--- config.mk ---
export PLATFORM = sky130hd
export DESIGN_NAME = rv32_lsu_flat
export DESIGN_NICKNAME = d
export VERILOG_FILES = /design/src/rtl/rv32_types.sv /design/src/rtl/rv32_lsu_if.sv /design/src/rtl/rv32_load_formatter.sv /design/src/rtl/rv32_lsu.sv /design/src/flat_wrapper.sv
export SDC_FILE = /design/constraint.sdc
export NUM_CORES = 1
export LEC_CHECK = 0
export ABC_AREA = 1
export CELL_PAD_IN_SITES_DETAIL_PLACEMENT = 1
export CELL_PAD_IN_SITES_GLOBAL_PLACEMENT = 1
export CORE_ASPECT_RATIO = 0.5
export CORE_MARGIN = 8
export CORE_UTILIZATION = 24
export DETAILED_ROUTE_END_ITERATION = 10
export GPL_ROUTABILITY_DRIVEN = 0
export HOLD_SLACK_MARGIN = 0.1
export MAX_ROUTING_LAYER = met4
export PLACE_DENSITY = 0.81
export SYNTH_ARGS = -nofsm -noshare
export SYNTH_HDL_FRONTEND = slang
export SYNTH_HIERARCHICAL = 1
export SYNTH_SLANG_ARGS = --single-unit
--- constraint.sdc ---
create_clock -name clk -period 1.8 [get_ports clk]
set_input_delay 0.27 -clock clk [delete_from_list [all_inputs] [get_ports clk]]
set_output_delay 0.27 -clock clk [all_outputs]
set_load 0.03 [all_outputs]
--- src/rtl/rv32_types.sv ---
// Shared RV32 types: memory port operations/requests and LSU fault codes,
// plus small decode helpers used by the load/store unit.
package rv32_types;

  typedef enum logic [3:0] {
    MEM_NOP = 4'd0,
    MEM_LB  = 4'd1,
    MEM_LH  = 4'd2,
    MEM_LW  = 4'd3,
    MEM_LBU = 4'd4,
    MEM_LHU = 4'd5,
    MEM_SB  = 4'd6,
    MEM_SH  = 4'd7,
    MEM_SW  = 4'd8
  } memory_op_t;

  typedef struct packed {
    logic [31:0] addr;
    logic [31:0] data;
    memory_op_t  op;
  } memory_request_t;

  typedef enum logic [1:0] {
    FAULT_NONE       = 2'd0,
    FAULT_MISALIGNED = 2'd1,
    FAULT_ACCESS     = 2'd2
  } lsu_fault_t;

  localparam memory_request_t MEM_REQUEST_IDLE = '{addr: 32'h0000_0000, data: 32'h0000_0000, op: MEM_NOP};

  function automatic logic op_is_load(input memory_op_t op);
    case (op)
      MEM_LB, MEM_LH, MEM_LW, MEM_LBU, MEM_LHU: op_is_load = 1'b1;
      default:                                 op_is_load = 1'b0;
    endcase
  endfunction

  // Byte accesses can never be misaligned; halves need addr[0]=0, words addr[1:0]=0.
  function automatic logic op_is_misaligned(input memory_op_t op, input logic [1:0] lane);
    case (op)
      MEM_LH, MEM_LHU, MEM_SH: op_is_misaligned = lane[0];
      MEM_LW, MEM_SW:          op_is_misaligned = (lane != 2'b00);
      default:                 op_is_misaligned = 1'b0;
    endcase
  endfunction

endpackage

--- src/rtl/rv32_lsu_if.sv ---
// Execute-stage request, memory port B and writeback response bundle of the LSU.
interface rv32_lsu_if;
  import rv32_types::*;

  logic            req_valid;
  logic            req_ready;
  memory_op_t      req_op;
  logic [31:0]     req_addr;
  logic [31:0]     req_wdata;
  logic [4:0]      req_rd;
  memory_request_t mem_request;
  logic            mem_ready;
  logic [31:0]     mem_data;
  logic            resp_valid;
  logic            resp_ready;
  logic [31:0]     resp_data;
  logic [4:0]      resp_rd;
  logic            resp_is_load;
  lsu_fault_t      resp_fault;

  modport slave (
    input  req_valid, req_op, req_addr, req_wdata, req_rd,
    input  mem_ready, mem_data, resp_ready,
    output req_ready, mem_request,
    output resp_valid, resp_data, resp_rd, resp_is_load, resp_fault
  );

  modport master (
    output req_valid, req_op, req_addr, req_wdata, req_rd,
    output mem_ready, mem_data, resp_ready,
    input  req_ready, mem_request,
    input  resp_valid, resp_data, resp_rd, resp_is_load, resp_fault
  );

endinterface

--- src/rtl/rv32_load_formatter.sv ---
// Selects the addressed byte/half of a memory word and sign/zero-extends it.
// Non-load operations produce zero.
module rv32_load_formatter
  import rv32_types::*;
(
  input  memory_op_t  op,
  input  logic [1:0]  lane,
  input  logic [31:0] word,
  output logic [31:0] result
);

  logic [7:0]  byte_s;
  logic [15:0] half_s;

  // Lane selection followed by extension according to the load flavour.
  always_comb begin
    case (lane)
      2'd0:    byte_s = word[7:0];
      2'd1:    byte_s = word[15:8];
      2'd2:    byte_s = word[23:16];
      2'd3:    byte_s = word[31:24];
      default: byte_s = 8'h00;
    endcase
    if (lane[1]) begin
      half_s = word[31:16];
    end else begin
      half_s = word[15:0];
    end
    case (op)
      MEM_LB:  result = {{24{byte_s[7]}}, byte_s};
      MEM_LBU: result = {24'h00_0000, byte_s};
      MEM_LH:  result = {{16{half_s[15]}}, half_s};
      MEM_LHU: result = {16'h0000, half_s};
      MEM_LW:  result = word;
      default: result = 32'h0000_0000;
    endcase
  end

endmodule

--- src/rtl/rv32_lsu.sv ---
// Single-outstanding load/store unit in front of memory port B: alignment and
// range checks, one-cycle load latency, and a skid register for writeback stalls.
module rv32_lsu
  import rv32_types::*;
(
  input logic       clk,
  input logic       resetn,
  rv32_lsu_if.slave lsu
);

  typedef enum logic [1:0] {
    ST_IDLE = 2'd0,
    ST_WAIT = 2'd1,
    ST_HOLD = 2'd2
  } lsu_state_t;

  lsu_state_t  state_r;
  memory_op_t  op_r;
  logic [1:0]  lane_r;
  logic [4:0]  rd_r;
  lsu_fault_t  fault_r;
  logic [31:0] skid_data_r;

  logic        req_ready_s;
  logic        accept_s;
  lsu_fault_t  fault_s;
  logic [31:0] fmt_s;
  logic [31:0] wait_data_s;

  // Request side: readiness, accept decode, fault classification and forwarding.
  always_comb begin
    case (state_r)
      ST_IDLE: req_ready_s = 1'b1;
      ST_WAIT: req_ready_s = lsu.resp_ready;
      default: req_ready_s = 1'b0;
    endcase
    accept_s = lsu.req_valid && req_ready_s && (lsu.req_op != MEM_NOP);
    if (op_is_misaligned(lsu.req_op, lsu.req_addr[1:0])) begin
      fault_s = FAULT_MISALIGNED;
    end else if (!lsu.mem_ready) begin
      fault_s = FAULT_ACCESS;
    end else begin
      fault_s = FAULT_NONE;
    end
    lsu.mem_request = MEM_REQUEST_IDLE;
    if (accept_s) begin
      lsu.mem_request.addr = lsu.req_addr;
      lsu.mem_request.data = lsu.req_wdata;
      lsu.mem_request.op   = (fault_s == FAULT_NONE) ? lsu.req_op : MEM_NOP;
    end else begin
      lsu.mem_request = MEM_REQUEST_IDLE;
    end
    lsu.req_ready = req_ready_s;
  end

  rv32_load_formatter u_fmt (
    .op     (op_r),
    .lane   (lane_r),
    .word   (lsu.mem_data),
    .result (fmt_s)
  );

  // Response side: live from memory in WAIT, from the skid register in HOLD.
  always_comb begin
    wait_data_s = (fault_r == FAULT_NONE) ? fmt_s : 32'h0000_0000;
    case (state_r)
      ST_WAIT: begin
        lsu.resp_valid   = 1'b1;
        lsu.resp_data    = wait_data_s;
        lsu.resp_rd      = rd_r;
        lsu.resp_is_load = op_is_load(op_r);
        lsu.resp_fault   = fault_r;
      end
      ST_HOLD: begin
        lsu.resp_valid   = 1'b1;
        lsu.resp_data    = skid_data_r;
        lsu.resp_rd      = rd_r;
        lsu.resp_is_load = op_is_load(op_r);
        lsu.resp_fault   = fault_r;
      end
      default: begin
        lsu.resp_valid   = 1'b0;
        lsu.resp_data    = 32'h0000_0000;
        lsu.resp_rd      = 5'd0;
        lsu.resp_is_load = 1'b0;
        lsu.resp_fault   = FAULT_NONE;
      end
    endcase
  end

  // Sequencer plus capture of the accepted access; the fields stay put while HOLD waits.
  always_ff @(posedge clk or negedge resetn) begin
    if (!resetn) begin
      state_r     <= ST_IDLE;
      op_r        <= MEM_NOP;
      lane_r      <= 2'b00;
      rd_r        <= 5'd0;
      fault_r     <= FAULT_NONE;
      skid_data_r <= 32'h0000_0000;
    end else begin
      case (state_r)
        ST_IDLE: begin
          state_r <= accept_s ? ST_WAIT : ST_IDLE;
        end
        ST_WAIT: begin
          if (lsu.resp_ready) begin
            state_r <= accept_s ? ST_WAIT : ST_IDLE;
          end else begin
            state_r     <= ST_HOLD;
            skid_data_r <= wait_data_s;
          end
        end
        ST_HOLD: begin
          state_r <= lsu.resp_ready ? ST_IDLE : ST_HOLD;
        end
        default: begin
          state_r <= ST_IDLE;
        end
      endcase
      if (accept_s) begin
        op_r    <= lsu.req_op;
        lane_r  <= lsu.req_addr[1:0];
        rd_r    <= lsu.req_rd;
        fault_r <= fault_s;
      end else begin
        op_r    <= op_r;
        lane_r  <= lane_r;
        rd_r    <= rd_r;
        fault_r <= fault_r;
      end
    end
  end

endmodule

--- src/flat_wrapper.sv ---
// flat-port wrapper written by rule: the top's interface ports become plain ports
module rv32_lsu_flat import rv32_types::*;
  (clk, resetn, lsu_req_valid, lsu_req_op, lsu_req_addr, lsu_req_wdata, lsu_req_rd, lsu_mem_ready, lsu_mem_data, lsu_resp_ready, lsu_req_ready, lsu_mem_request, lsu_resp_valid, lsu_resp_data, lsu_resp_rd, lsu_resp_is_load, lsu_resp_fault);
  rv32_lsu_if lsu_i ();
  input logic clk;
  input logic resetn;
  input wire logic [$bits(lsu_i.req_valid)-1:0] lsu_req_valid;
  input wire logic [$bits(lsu_i.req_op)-1:0] lsu_req_op;
  input wire logic [$bits(lsu_i.req_addr)-1:0] lsu_req_addr;
  input wire logic [$bits(lsu_i.req_wdata)-1:0] lsu_req_wdata;
  input wire logic [$bits(lsu_i.req_rd)-1:0] lsu_req_rd;
  input wire logic [$bits(lsu_i.mem_ready)-1:0] lsu_mem_ready;
  input wire logic [$bits(lsu_i.mem_data)-1:0] lsu_mem_data;
  input wire logic [$bits(lsu_i.resp_ready)-1:0] lsu_resp_ready;
  output wire logic [$bits(lsu_i.req_ready)-1:0] lsu_req_ready;
  output wire logic [$bits(lsu_i.mem_request)-1:0] lsu_mem_request;
  output wire logic [$bits(lsu_i.resp_valid)-1:0] lsu_resp_valid;
  output wire logic [$bits(lsu_i.resp_data)-1:0] lsu_resp_data;
  output wire logic [$bits(lsu_i.resp_rd)-1:0] lsu_resp_rd;
  output wire logic [$bits(lsu_i.resp_is_load)-1:0] lsu_resp_is_load;
  output wire logic [$bits(lsu_i.resp_fault)-1:0] lsu_resp_fault;
  assign lsu_i.req_valid = lsu_req_valid;
  assign lsu_i.req_op = lsu_req_op;
  assign lsu_i.req_addr = lsu_req_addr;
  assign lsu_i.req_wdata = lsu_req_wdata;
  assign lsu_i.req_rd = lsu_req_rd;
  assign lsu_i.mem_ready = lsu_mem_ready;
  assign lsu_i.mem_data = lsu_mem_data;
  assign lsu_i.resp_ready = lsu_resp_ready;
  assign lsu_req_ready = lsu_i.req_ready;
  assign lsu_mem_request = lsu_i.mem_request;
  assign lsu_resp_valid = lsu_i.resp_valid;
  assign lsu_resp_data = lsu_i.resp_data;
  assign lsu_resp_rd = lsu_i.resp_rd;
  assign lsu_resp_is_load = lsu_i.resp_is_load;
  assign lsu_resp_fault = lsu_i.resp_fault;
  rv32_lsu u_core (.clk(clk), .resetn(resetn), .lsu(lsu_i));
endmodule
# Yosys cells after proc, flatten, opt, wreduce, memory -nomap -nowiden
# Index checks and enable logic that the tools add are counted.
op_classes:
  n_eq_ne: 15
  mux: 20
  bitwise: 1
  reduce_logical: 13
op_table:
  columns: ["operator", "n"]
  rows:
  - ["32-bit one-hot mux with 5 select lines", 1]
  - ["68-bit 2-to-1 mux", 1]
  - ["32-bit one-hot mux with 2 select lines", 1]
  - ["32-bit 2-to-1 mux", 1]
  - ["8-bit one-hot mux with 4 select lines", 1]
  - ["4-bit by 2-bit == test with 1-bit output, second input constant", 4]
  - ["4-bit by 3-bit == test with 1-bit output, second input constant", 4]
  - ["16-bit 2-to-1 mux", 1]
  - ["2-bit 2-to-1 mux", 5]
  - ["2-bit logical NOT", 4]
  - ["2-bit == test, second input constant", 3]
  - ["2-bit one-hot mux with 3 select lines", 1]
  - ["5-bit 2-to-1 mux", 1]
  - ["5-bit OR reduction", 1]
  - ["2-bit by 1-bit == test with 1-bit output, second input constant", 2]
  - ["4-bit by 1-bit == test with 1-bit output, second input constant", 1]
  - ["4-bit == test, second input constant", 1]
  - ["1-bit 2-to-1 mux", 4]
  - ["4-bit 2-to-1 mux", 1]
  - ["1-bit one-hot mux with 2 select lines", 2]
  - ["4-bit nonzero test", 1]
  - ["2-bit OR reduction", 2]
  - ["3-bit OR reduction", 1]
  - ["1-bit logical AND", 2]
  - ["3 further kinds", 3]
word_totals:
  reg_bits: 47
  output_inout_bits: 110
  wordCells: 55

# Logic depth before layout (Yosys ltp)
# Gate-level depths: netlist (run 1).
logic_depth:
  word_depth: 7
  ltp_mapped: 11
  mapped_depth_nobuf: 10

# Hierarchy
# The synthesis (run 1) kept the hierarchy.
by_module_without_submodules:
  columns: ["module", "n_inst", "cells_per_inst", "area_per_inst_um2", "seq_area_each_um2"]
  rows:
  - ["rv32_lsu", 1, 505, 3315.7, 1176.1]
  - ["rv32_load_formatter", 1, 214, 1048.5, 0.0]

# Least setup slack after synthesis (run 1)
# No wires, ideal clock.
synth_path:
  path_type: "register -> output"
  startpoint: "reg u_core.state_r[0]"
  endpoint: "out lsu_resp_data[0]"
  arrival_time_ns: 1.959
  required_time_ns: 1.530
  path_slack_ns: -0.429
  path_stages_with_launch: 7
  path_cell_list: "dfrtp_1 inv_1 ha_1 clkbuf_1 inv_1 clkbuf_1 a21oi_1"
synth_via:
  elab_chain_cells: 2
  word_cells_on_any_way: 3
synth_rtl:
  columns: ["element", "line_no", "rtl"]
  rows:
  - ["start, declared", "rv32_lsu.sv:17", "lsu_state_t state_r;"]
  - ["start signal, assigned", "rv32_lsu.sv:103", "state_r <= accept_s ? ST_WAIT : ST_IDLE;"]
  - ["start signal, assigned", "rv32_lsu.sv:107", "state_r <= accept_s ? ST_WAIT : ST_IDLE;"]
  - ["start signal, assigned", "rv32_lsu.sv:114", "state_r <= lsu.resp_ready ? ST_IDLE : ST_HOLD;"]
  - ["2-bit == test or 2-bit by 1-bit == test with 1-bit output (tied branches)", "rv32_lsu.sv:66", "case (state_r)"]
  - ["32-bit one-hot mux with 2 select lines (*)", "rv32_lsu.sv:66", null]
  - ["end, declared", "flat_wrapper.sv:18", "output wire logic [$bits(lsu_i.resp_data)-1:0] lsu_resp_data;"]
# Every way passes the cells marked *; elsewhere a longest branch is shown, timed or not.

# Final worst setup path (run 1)
layout_path:
  startpoint: "reg u_core.lane_r[1]"
  endpoint: "out lsu_resp_data[6]"
layout_via:
  elab_chain_cells: 5
  word_cells_on_any_way: 9
layout_rtl:
  columns: ["element", "line_no", "rtl"]
  rows:
  - ["start, declared", "rv32_lsu.sv:19", "logic [1:0] lane_r;"]
  - ["start signal, assigned", "rv32_lsu.sv:122", "lane_r <= lsu.req_addr[1:0];"]
  - ["start signal, assigned", "rv32_lsu.sv:127", "lane_r <= lane_r;"]
  - ["2-bit == test (tied with other cells)", "rv32_load_formatter.sv:17", "case (lane)"]
  - ["8-bit one-hot mux with 4 select lines", "rv32_load_formatter.sv:17", null]
  - ["32-bit one-hot mux with 5 select lines (*)", "rv32_load_formatter.sv:29", "case (op)"]
  - ["via u_core.fmt_s[6]", "rv32_lsu.sv:27", "logic [31:0] fmt_s;"]
  - ["32-bit 2-to-1 mux (*)", "rv32_lsu.sv:65", "wait_data_s = (fault_r == FAULT_NONE) ? fmt_s : 32'h0000_0000;"]
  - ["32-bit one-hot mux with 2 select lines (*)", "rv32_lsu.sv:66", null]
# Mark *: on every way through the listed nets, which the timed path passes. The rest lies on a longest branch.

==> out/metrics.yaml, run 1 <==
drc: 0
status: "finished, violations left"
dr.pass1.iters: 5
cts_made_buffers: 5
hold_violations: 0
setup_tns_ns: -39.95
synth_nets: 833
rows: 34
p_total_mw: 9.209
synth_simple_gate_area_share_pct: 44.07
layout_min_cycle_time_ns: 2.347
timing.final.ws_setup_ns: -0.5473
violations: "negative setup slack"
arrival_ns: 2.08
drive_gt1_share_pct: 46.37
ys_types: 31
syn_inst: 719
core_sq_um: 17570
clk_pin_slew_worst_paths_ns: 0.07
drt_iter0_drc: 315
hpwl_mm: 17.72
final_nets: 1133
max_freq_mhz: 426.0
overflow: 0
async_flop_share_pct: 100.0
cts-root-buf: "clkbuf_16"
synth-edff-count: 0
irDropWorstVdd_mv: 0.4079
muxShareOfSynthArea_pct: 0
fin_crit_sh_pct: 130.4
vias_per_cell: 4.928
reg2reg_slack_ns: -0.08
grt_pass1_vias: 6764
cts_tree: "yes"
vias: 6189
synth_fa_ha_area_share_pct: 1.147
final_common_cell: "nand2_1"
area_growth_pct: 123.9
finalInstanceArea_sq_um: 9769
max-cap-violations: 0
wirelength_mm: 25.95
synth-compound-area-share_pct: 12.24
synth_top_family_by_area: "simple AND/OR/NAND/NOR gates"
path_max_fanout: 8
synth_top_area_cell: "dfrtp_1"
final_antenna_net_count: 0
crit_required_ns: 1.53
die-area_sq_um: 23020
layout_common_cells: "nand2_1 (184), clkdlybuf4s50_1 (107), inv_1 (95)"
wl_per_cell_um: 20.66
num-fill-cells: 1992
finalMaxSlewViolations: 0
clock_sinks: 47
grt_max_degree: 48
dp.cells: 1215
r2r_end: "u_core/skid_data_r[25]"
maxSlewHeadroom_pct: 72.96
syn_area_sq_um: 4364
synth_top_cell_area_share_pct: 26.95
initial_utilization_pct: 24.84
io_buffers: 219
setup_violations: 104
synth_seq_area_share_pct: 26.95
ys_ff_latch: 47
critPathKind: "reg -> out"
power_leakage_nw: 4.529
fin_cells: 1256
end_kind: "output pin"
syn_avg_cell_area_sq_um: 6.070
placed_cell_area_sq_um: 8315
antenna_found_initial: 2
synth-xor-area-share_pct: 0
cts.path.max_buffers: 2
pin_count: 220
grt_first_pass_wirelength_mm: 37.49
dieHeight_um: 111.4
powerDensity_nw_per_um2: 942.6
netlist_top_cells_area: "dfrtp_1 (27%), nand2_1 (18%), nand3_1 (11%), inv_1 (8.9%), a21oi_1 (4.6%)"
startpoint_type: "register"
tightest_slew_ns: 0.4057
r2r.worst_path.cells: 8
grt_usage_pct: 20.85
cts.htree.levels: 2
rsz0062_at_grt: "true"
clk_latency_ns: 0.30
die-width_um: 206.7
yosysWarnings: 6
worstHoldPathType: "in -> async"
reg2reg_from: "u_core/state_r[1]"
post-place-ws_ns: -0.4139
fin_skew_ns: 0.006495
synth_ff_type: "dfrtp_1"
[layout make-up]
| type | instances | area [sq um] | area share (%) |
|---|---|---|---|
| repair buffers | 339 | 3929 | 40.22 |
| clock buffers | 6 | 138.9 | 1.422 |
| multi-input cells | 518 | 3772 | 38.61 |
| clock inverters | 2 | 35.03 | 0.3586 |
| well taps | 234 | 292.8 | 2.997 |
| inverters | 108 | 415.4 | 4.252 |
| flip-flops and latches | 47 | 1181 | 12.09 |
| diodes | 2 | 5.005 | 0.05123 |
[layer usage]
metal / vias to the layer above / GRT usage [%] / wire, um
met5: - / - / 0
met4: 0 / 6.203 / 1031
met3: 80 / 3.819 / 1488
met2: 247 / 38.21 / 13740
met1: 3035 / 22.70 / 9690
li1: 2827 / - / -
[flip-flops by register name, indices dropped and copies added (netlist names)]
signal	count
u_core/skid_data_r	32
u_core/rd_r	5
u_core/op_r	4
u_core/fault_r	2
u_core/lane_r	2
u_core/state_r	2
[cells in the mapped netlist, drive strengths merged, types with 2 or more instances]
library cell and count:
a21oi 50, and2 5, buf 21, clkbuf 26, dfrtp 47, ha 4
inv 108, nand2 224, nand3 98, nor2 88, nor3 2, o21ai 42
[per-stage QoR]
step | hold slack (ns) | utilization, %
after detailed placement | 0.2821 | 47.33
after floorplan | -0.02559 | -
after global placement | 0.2799 | 47.33
after CTS | 0.4788 | 52.03
final | 0.4784 | 55.60
after global routing | 0.5186 | 55.60
[worst max-delay path, cell delays in order (launching register included)]
cell and delay [ns]:
dfrtp_2 0.49, inv_2 0.12, buf_4 0.17, nand2_1 0.11
a21oi_1 0.24, a21oi_1 0.12, nand2_2 0.14, nand3_2 0.11
a21oi_4 0.16, buf_12 0.13
[where the power goes]
group	switching, mW	internal (mW)
combinational	3.75	2.65
clock	0.441	0.692
sequential	0.283	1.40
total	4.47	4.74
[kinds of logic (layout without fill, tap and decap cells)]
kind of cell               after synthesis  count (layout)
and+or+nand+nor                        418             419
buffers and inverters                  155             455
AOI/OAI and AO/OA                       95              95
DFF                                     47              47
adders and majority gates                4               4
other                                    0               2
[what timing repair did]
action                                  4_1_cts  5_1_grt
cloned                                        5        5
endpoints found under the setup margin      109      142
buffers inserted                              8       14
resized for setup                           118      124
endpoints found under the hold margin        47        0
hold buffers                                  1        0
pin swaps                                    21       22
[worst max path at each step]
stage | startpoint | end | slack, ns | cells after the start
CTS | u_core/lane_r[1] | lsu_resp_data[30] | -0.43 | 11
floorplan | u_core/state_r[1] | lsu_mem_request[28] | -0.12 | 11
finish | u_core/lane_r[1] | lsu_resp_data[6] | -0.55 | 9
global route | u_core/lane_r[1] | lsu_resp_data[6] | -0.60 | 9
global placement | lsu_mem_data[15] | lsu_resp_data[16] | -0.38 | 11
detailed placement | lsu_mem_data[15] | lsu_resp_data[25] | -0.41 | 10
Power figures use the tool's default switching activity.
==> run 2, diff against run 1 <==
Settings changed: SKIP_LAST_GASP set to 1.
==> run 2 against run 1 <==
  * The flow still finishes with violations (negative setup slack)
  * Core utilization shrank 0.078 points
  * Global-route usage is essentially flat
  * Die area is the same
  * Critical path type unchanged
  * Largest power group unchanged
  * Highest routed layer unchanged
==> out/metrics.yaml, run 2 (same netlist as run 1, synthesis figures left out) <==
dp.cells: 1215  # unchanged
powerDensity_nw_per_um2: 976.5  # +3.6%
rows: 34  # unchanged
multi_input_area_sq_um: 3886  # +3.0%
path_max_fanout: 8  # unchanged
arrival_ns: 2.12  # +0.04 ns
antenna_found_initial: 2  # unchanged
timing.final.ws_setup_ns: -0.5853  # -0.03802 ns
startpoint_type: "register"
clk_latency_ns: 0.30  # about the same
area_growth_pct: 123.5
grt_first_pass_wirelength_mm: 37.30  # -0.51%
status: "finished, violations left"
final_nets: 1135  # +0.18%
r2r.worst_path.cells: 8  # unchanged
clock_sinks: 47  # unchanged
die-area_sq_um: 23020  # unchanged
register_area_sq_um: 1181  # unchanged
final_util_pct: 55.53  # -0.078 points
critPathKind: "reg -> out"
largest_reg_flops: 32  # unchanged
clk_pin_slew_worst_paths_ns: 0.07  # about the same
end_kind: "output pin"
die-width_um: 206.7  # unchanged
vias_per_cell: 5.002  # +1.5%
io_buffers: 219  # unchanged
drc: 0  # unchanged
vias: 6292  # +1.7%
violations: "negative setup slack"
drive_gt1_share_pct: 47.06  # +0.69 points
reg2reg_from: "u_core/state_r[1]"
placed_cell_area_sq_um: 8315  # unchanged
fin_cells: 1258  # +0.16%
irDropWorstVdd_mv: 0.5029  # +23%
power_leakage_nw: 4.534  # about the same
dieHeight_um: 111.4  # unchanged
hold_violations: 0  # unchanged
pin_count: 220  # unchanged
overflow: 0  # unchanged
fin_skew_ns: 0.003132  # -0.003363 ns
finalInstanceArea_sq_um: 9756  # -0.14%
setup_violations: 113  # +8.7%
finalMaxSlewViolations: 0  # unchanged
crit_chain: "buf_6 -> nand2_4 -> o21ai_4 -> inv_2 -> nor2_8 -> buf_12 -> a21oi_1 -> nand2_4 -> nand3_2 -> a21oi_4 -> buf_12"
final_common_cell: "nand2_1"
post-place-ws_ns: -0.4139  # unchanged
max_stage_delay_ns: 0.48  # about the same
regMostFlops: "u_core/skid_data_r"
largestRegisters: "u_core/skid_data_r: 32 flops, u_core/rd_r: 5 flops, u_core/op_r: 4 flops"
worstHoldPathType: "in -> async"
final_antenna_net_count: 0  # unchanged
grt_max_degree: 48  # unchanged
drt_iter0_drc: 340  # +7.9%
max-cap-violations: 0  # unchanged
max_freq_mhz: 419.2  # -1.6%
grt_pass1_vias: 6740  # -0.35%
cts_made_buffers: 5  # unchanged
fin_crit_sh_pct: 132.5  # +2.1 points
crit_required_ns: 1.53  # about the same
num-fill-cells: 1994  # +0.10%
grt_usage_pct: 20.83  # -0.026 points
core_sq_um: 17570  # unchanged
cts.htree.levels: 2  # unchanged
maxSlewHeadroom_pct: 72.70  # -0.26 points
p_total_mw: 9.526  # +3.4%
wl_per_cell_um: 22.03  # +6.7%
cpMaxStageDelayCell: "dfrtp_2"
cts.path.max_buffers: 2  # unchanged
layout_min_cycle_time_ns: 2.385  # +0.03802 ns
reg2reg_slack_ns: -0.12  # -0.04 ns
wirelength_mm: 27.72  # +6.8%
layout_common_cells: "nand2_1 (176), buf_4 (116), clkdlybuf4s50_1 (107)"
initial_utilization_pct: 24.84  # unchanged
rsz0062_at_grt: "true"
dr.pass1.iters: 4  # -1
whs_ns: 0.4803  # +0.001898 ns
tightest_slew_ns: 0.4095  # +0.003860 ns
r2r_end: "u_core/skid_data_r[29]"
cts-root-buf: "clkbuf_16"
setup_tns_ns: -39.68  # +0.2670 ns
cts_tree: "yes"
hpwl_mm: 17.72  # unchanged
[run 2: worst max path at each step]
| stage | from | cells past startpoint | endpoint | slack, ns |
|---|---|---|---|---|
| final | u_core/lane_r[1] | 11 | lsu_resp_data[25] | -0.59 |
| after global routing | u_core/lane_r[1] | 11 | lsu_resp_data[25] | -0.60 |
| after CTS | u_core/op_r[2] | 9 | lsu_resp_data[14] | -0.43 |
| after detailed placement | lsu_mem_data[15] | 10 | lsu_resp_data[25] | -0.41 |
| after global placement | lsu_mem_data[15] | 11 | lsu_resp_data[16] | -0.38 |
| after floorplan | u_core/state_r[1] | 11 | lsu_mem_request[28] | -0.12 |
[run 2: worst max-delay path, delay by kind of cell, from the launching register on]
| kind | cells | cell delay (ns) |
|---|---|---|
| buf+inv | 4 | 0.56 |
| flops | 1 | 0.48 |
| simple gates | 4 | 0.31 |
| compound gates | 3 | 0.47 |
[run 2: area by class of cell]
| cell class | count | share of cell area (%) |
|---|---|---|
| diodes | 2 | 0.05130 |
| clock buffers | 6 | 1.424 |
| clock inverters | 2 | 0.3591 |
| inverters | 108 | 4.284 |
| multi-input cells | 520 | 39.84 |
| flip-flops and latches | 47 | 12.11 |
| well taps | 234 | 3.001 |
| repair buffers | 339 | 38.94 |
[run 2: per-layer routing]
| layer | global-route usage (%) | vias up | part of all wire [%] |
|---|---|---|---|
| met2 | 37.40 | 275 | 53 |
| met3 | 4.340 | 107 | 5.9 |
| met5 | - | - | 0 |
| met1 | 22.78 | 3074 | 37 |
| met4 | 6.676 | 0 | 4.7 |
| li1 | - | 2836 | - |
[run 2: where the power goes]
group	internal [mW]	total [mW]	leakage, nW	switching [mW]
logic	2.70	6.70	3.83	4.00
clock network	0.693	1.15	0.0869	0.454
registers	1.40	1.68	0.621	0.281
total	4.79	9.53	4.53	4.73
[run 2: repair_timing]
action | CTS | global route
resized for setup | 105 | 120
endpoints found under the hold margin | 47 | 0
setup endpoints to repair | 109 | 141
hold buffers | 1 | 0
pin swaps | 21 | 53
buffers inserted | 8 | 11
cloned | 5 | 8
==> edit 1: new RTL, config.mk and constraints of run 1 <==
Re-encode `lsu_state_t` (3 states) as one-hot, 3 bits wide.
--- a/src/rtl/rv32_lsu.sv
+++ b/src/rtl/rv32_lsu.sv
@@ -9,8 +9,8 @@
 );
 
-  typedef enum logic [1:0] {
-    ST_IDLE = 2'd0,
-    ST_WAIT = 2'd1,
-    ST_HOLD = 2'd2
+  typedef enum logic [2:0] {
+    ST_IDLE = 3'b001,
+    ST_WAIT = 3'b010,
+    ST_HOLD = 3'b100
   } lsu_state_t;
 
Function: same outputs for any inputs over 4 cycles, from zero or initial values and one cycle with resetn low; so few cycles prove little.
==> edit 1 against run 1 <==
Area after synthesis is 7.5% lower. Setup slack worse by 0.040 ns. Routed wire length is 19% higher. Total power is 51% higher. Die area is 6.7% lower. Largest cell class unchanged. Final cell count is 2.1% lower. The run still ends with setup timing left. Global-route usage is 4.2 points higher. Via count is 2.6% higher. Design area is 2.8% higher. Sequential cell count is 1 higher. Register-to-register slack hardly changed.
==> edit 1: results (changes against run 1) <==
metric,value,unit,change
"Reg clk slew, reported paths",0.08,ns,
final setup fails,120,,was 104
largest net degree at the start of global routing,65,,was 48
Worst Path Max Fanout,7,,was 8
Worst VDD drop,0.000636,V,was 0.000408 V
vias in the first global route,6875,,was 6764
main area contributors after synthesis,"dfrtp_1 29%, nand2_1 16%, inv_1 12%",,"was dfrtp_1 27%, nand2_1 18%, nand3_1 11%"
gr usage total,0.250,,was 0.209
sequential cell area fraction in the yosys report,0.298,,was 0.269
via count,6348,,was 6189
status,"complete, but fails checks",,unchanged
Clock Latency Late Sink,0.31,ns,
CTS Buffer Depth,2,,unchanged
initial antenna violation count,1,,was 2
first-pass GRT wire length,40500,microns,was 37500 microns
Tightest Pin Transition,0.401,ns,was 0.406 ns
Avg WL per Cell,25.2,microns,was 20.7 microns
setup ws final,-0.587,ns,was -0.547 ns
Syn. warnings,6,,unchanged
syn_nets,782,,was 833
most frequent cells after synthesis,"177 x nand2_1, 125 x inv_1, 91 x nor2_1",,"was 215 x nand2_1, 104 x inv_1, 97 x nand3_1"
Final TNS setup,-39.96,ns,was -39.95 ns
number of fill cells,1840,,was 1992
Synth cell types,35,,was 31
Root Buffer,clkbuf_16,,unchanged
CP Data Arrival Time,2.12,ns,was 2.08 ns
first-pass iteration count of the detailed router,5,,unchanged
Leak,0.00453,uW,about the same
dpl hpwl,15800,microns,was 17700 microns
DR iter-0 viols,356,,was 315
Tightest Hold Check Type,primary input to asynchronous set/reset pin,,unchanged
Final nets,1110,,was 1133
failing checks,setup timing,,unchanged
total CTS buffers,5,,unchanged
CP max-delay cell,dfrtp_2,,unchanged
Clock Skews,0.0149,ns,was 0.00649 ns
share of layout cells above drive strength 1,0.502,,was 0.464
Worst R2R Setup Slack,-0.08,ns,about the same
==> edit 1: logic make-up (layout without fill, tap and decap cells) <==
group                  after synthesis  after routing  synth area share
AO/OA/AOI/OAI                       93             93             0.143
XOR/XNOR                             1              1           0.00217
buffers and inverters              168            492             0.174
flip-flops                          48             48             0.298
other                                0              1                 0
AND/OR/NAND/NOR                    362            367             0.382
==> edit 1: final timing paths <==
| kind | endpoint | depth (start not counted) | startpoint |
|---|---|---|---|
| max | lsu_resp_data[3] | 9 | u_core/op_r[1] |
| min reg2reg | u_core/rd_r[0] | 2 | u_core/rd_r[0] |
| max in group asynchronous | u_core/state_r[0] | 3 | resetn |
| max reg2reg | u_core/skid_data_r[10] | 6 | u_core/state_r[0] |
| min in group clk | u_core/rd_r[0] | 2 | u_core/rd_r[0] |
| min | u_core/skid_data_r[18] | 3 | resetn |
==> edit 1: worst register-to-register path: cells and delay by family, from the launching register on <==
family                 cells  cell delay [ns]
flip-flops                 1             0.56
AO/OA/AOI/OAI              1             0.33
buffers and inverters      3             0.62
AND/OR/NAND/NOR            2             0.24
==> edit 1: through the flow <==
step	hold WS (ns)	worst slack (ns)	utilization	instances	area, sq um
floorplan	-0.0256	-0.161	-	672	4320
global placement	0.287	-0.386	0.452	1152	7420
detailed placement	0.285	-0.445	0.452	1152	7420
CTS	0.490	-0.415	0.572	1210	9400
global route	0.507	-0.632	0.611	1229	10000
finish	0.488	-0.587	0.611	1229	10000
==> edit 1: per-layer routing <==
metal | GRT usage | vias to the layer above | part of all wire
li1 | - | 2737 | -
met1 | 0.249 | 3130 | 0.35
met2 | 0.465 | 334 | 0.51
met3 | 0.0668 | 147 | 0.073
met4 | 0.0982 | 0 | 0.059
met5 | - | - | 0
==> edit 1: area by class of cell <==
type / count / area share
diodes: 1 / 0.000249
clock buffers: 7 / 0.0132
clock inverters: 1 / 0.00299
inverters: 131 / 0.0525
multi-input cells: 461 / 0.370
flip-flops and latches: 48 / 0.120
well taps: 227 / 0.0283
repair buffers: 353 / 0.413
==> edit 1: what timing repair did <==
action | in CTS | in global routing
cloned | 13 | 3
hold endpoints to repair | 47 | 0
hold buffers | 1 | 0
pin swaps | 39 | 61
gates resized for setup | 304 | 135
setup endpoints to repair | 108 | 122
setup buffers | 37 | 26
==> edit 1: power breakdown <==
part	total, uW	internal (uW)	leakage, uW	switching (uW)
logic	10800	4470	0.00383	6330
registers	1950	1570	0.000623	381
clock network	1110	659	0.0000781	449
==> edit 2: new RTL, settings of run 1 <==
Made on the original files. Make the reset (`resetn`) synchronous in one clocked block.
--- a/src/rtl/rv32_lsu.sv
+++ b/src/rtl/rv32_lsu.sv
@@ -90,5 +90,5 @@
 
   // Sequencer plus capture of the accepted access; the fields stay put while HOLD waits.
-  always_ff @(posedge clk or negedge resetn) begin
+  always_ff @(posedge clk) begin
     if (!resetn) begin
       state_r     <= ST_IDLE;
Function: differs if resetn is asserted again (counterexample within 4 cycles, from zero or initial values and one cycle with resetn low); with resetn held inactive, the same outputs for 4 cycles.
==> edit 2 against run 1 <==
The flow still finishes with violations (setup timing). Clock skew increased by 0.00081 ns. Via count rose by 7.0%. Setup slack got worse by 0.043 ns. Highest routed layer unchanged. Register-to-register slack worse by 0.06 ns. Routed wire length up 21%. Critical path type unchanged. Design area is 2.4% higher. Sequential cell count did not move. Area after synthesis decreased by 4.3%.
Power is not compared: it rests on default switching activity, and its combinational part moved more than twofold at a synthesized area within 25%.
==> edit 2: results (changes against run 1) <==
metric,value,unit,change
status,"complete, but fails checks",,unchanged
failing checks,setup timing,,unchanged
Synth Area in XOR/XNOR,0.00210,,was 0
Hold Path Origin,u_core/rd_r[3],,
Synth cell types,35,,was 31
CP Data Arrival Time,2.12,ns,was 2.08 ns
Post-Syn Area per Cell,5.82,sq um,was 6.07 sq um
vias in the first global route,7239,,was 6764
Final TNS setup,-27.55,ns,was -39.95 ns
Tightest Pin Transition,0.387,ns,was 0.406 ns
main area contributors after synthesis,"dfxtp_1 23%, nand2_1 18%, a21oi_1 9.6%",,"was dfrtp_1 27%, nand2_1 18%, nand3_1 11%"
Avg WL per Cell,24.6,microns,was 20.7 microns
dpl hpwl,17000,microns,was 17700 microns
syn_nets,831,,was 833
mux cell area share after synthesis,0,,unchanged
total CTS buffers,5,,unchanged
ys async rst share,0,,was 1.00
GRT overflow,0,,unchanged
setup ws final,-0.590,ns,was -0.547 ns
Worst R2R Setup Slack,-0.14,ns,was -0.08 ns
r2r endpoint,u_core/skid_data_r[14],,was u_core/skid_data_r[25]
Worst Hold Path EP,u_core/rd_r[3],,
Vias/cell,5.20,,was 4.93
placed insts,1207,,was 1215
FF-to-FF path depth,10,,was 8
sequential cell area fraction in the yosys report,0.225,,was 0.269
first-pass iteration count of the detailed router,5,,unchanged
Tightest Hold Check Type,flip-flop to flip-flop,,was primary input to asynchronous set/reset pin
via count,6620,,was 6189
final setup fails,126,,was 104
CTS Buffer Depth,2,,unchanged
share of layout cells above drive strength 1,0.498,,was 0.464
R2R Path Start,u_core/state_r[1],,unchanged
most frequent cells after synthesis,"198 x nand2_1, 97 x inv_1, 80 x a21oi_1",,"was 215 x nand2_1, 104 x inv_1, 97 x nand3_1"
Worst Path Max Fanout,6,,was 8
Regs by FF count,"u_core/skid_data_r x32, u_core/rd_r x5, u_core/op_r x4",,unchanged
"Reg clk slew, reported paths",0.07,ns,about the same
commonest register cell after synthesis,dfxtp_1,,was dfrtp_1
Clock Skews,0.00731,ns,was 0.00649 ns
initial antenna violation count,3,,was 2
Hold Crit Depth,2,,
first-pass GRT wire length,41500,microns,was 37500 microns
gr usage total,0.244,,was 0.209
Port Buffers,219,,unchanged
Final nets,1149,,was 1133
largest net degree at the start of global routing,65,,was 48
DR iter-0 viols,459,,was 315
post-synthesis adder-cell area fraction,0.0120,,was 0.0115
Synth Area in Compound Gates,0.171,,was 0.122
==> edit 2: cell types whose count changed in the layout (fill, tap and decap cells not counted), moves of 7 or more <==
cell	delta
dfrtp_1	-43
dfxtp_1	+39
a21oi_1	+36
nand3_1	-35
nand2_1	-24
buf_12	+11
inv_1	-8
buf_4	+7
nand2_4	+7
==> edit 2: worst max-delay path by stage <==
stage / from / endpoint / slack, ns / cells past startpoint
final: u_core/lane_r[1] / lsu_resp_data[2] / -0.59 / 11
after global routing: u_core/lane_r[1] / lsu_resp_data[2] / -0.62 / 11
after CTS: u_core/op_r[3] / lsu_resp_data[15] / -0.41 / 9
after detailed placement: lsu_mem_data[15] / lsu_resp_data[31] / -0.46 / 11
after global placement: lsu_mem_data[15] / lsu_resp_data[31] / -0.42 / 10
after floorplan: u_core/state_r[1] / lsu_mem_request[10] / -0.09 / 8
==> edit 2: report_power, final <==
part	internal, uW	total [uW]	switching [uW]	leakage, uW
Combinational	1180	2650	1470	0.00384
Sequential	1100	1160	55.3	0.000388
Clock	558	1030	472	0.0000731
==> edit 2: timing repair <==
action	4_1_cts	5_1_grt
endpoints found under the setup margin	119	137
gates cloned	14	3
pin swaps	49	59
resized for setup	251	88
setup buffers	31	17
==> edit 2: kinds of logic (layout without fill, tap and decap cells) <==
family,Yosys count,in the layout
fa+ha+maj,4,4
xor+xnor,1,1
simple gates,382,385
compound gates,132,132
flops,47,47
buf+inv,151,467
other cells,0,3
==> edit 2: area by class of cell <==
class,instances,area [sq um]
fill,1948,7180
tap,234,293
timing repair buffer,356,4240
clock inverter,2,16.3
clock buffer,6,139
sequential,47,956
inverter,103,414
antenna,3,7.51
multi-input combinational,522,3940
==> edit 2: routing by layer <==
layer	vias to the layer above	wire (microns)	part of all wire	global-route usage
li1	2884	-	-	-
met1	3269	11100	0.35	0.249
met2	342	16000	0.51	0.452
met3	125	2550	0.081	0.0632
met4	0	1690	0.054	0.0957
met5	-	0	0	-
==> edit 2: stage by stage <==
| step | hold slack, ns | setup slack (ns) | power [uW] | cell area [sq um] |
|---|---|---|---|---|
| CTS | 0.493 | -0.406 | 4570 | 9640 |
| global route | 0.525 | -0.620 | 4980 | 10000 |
| finish | 0.496 | -0.590 | 4830 | 10000 |
| detailed placement | 0.477 | -0.459 | 3060 | 8010 |
| floorplan | 0.348 | -0.0883 | 2160 | 4760 |
| global placement | 0.463 | -0.421 | 3000 | 8010 |
==> edit 2: worst max-delay path, stage by stage (launching register included) <==
cell and delay (ns):
dfxtp_4 0.36, buf_6 0.13, buf_6 0.13, buf_6 0.13
nand2_1 0.09, nand3_1 0.13, nand3_1 0.11, nand2_1 0.09
nand3_2 0.13, nand3_1 0.17, a21oi_4 0.20, buf_12 0.14
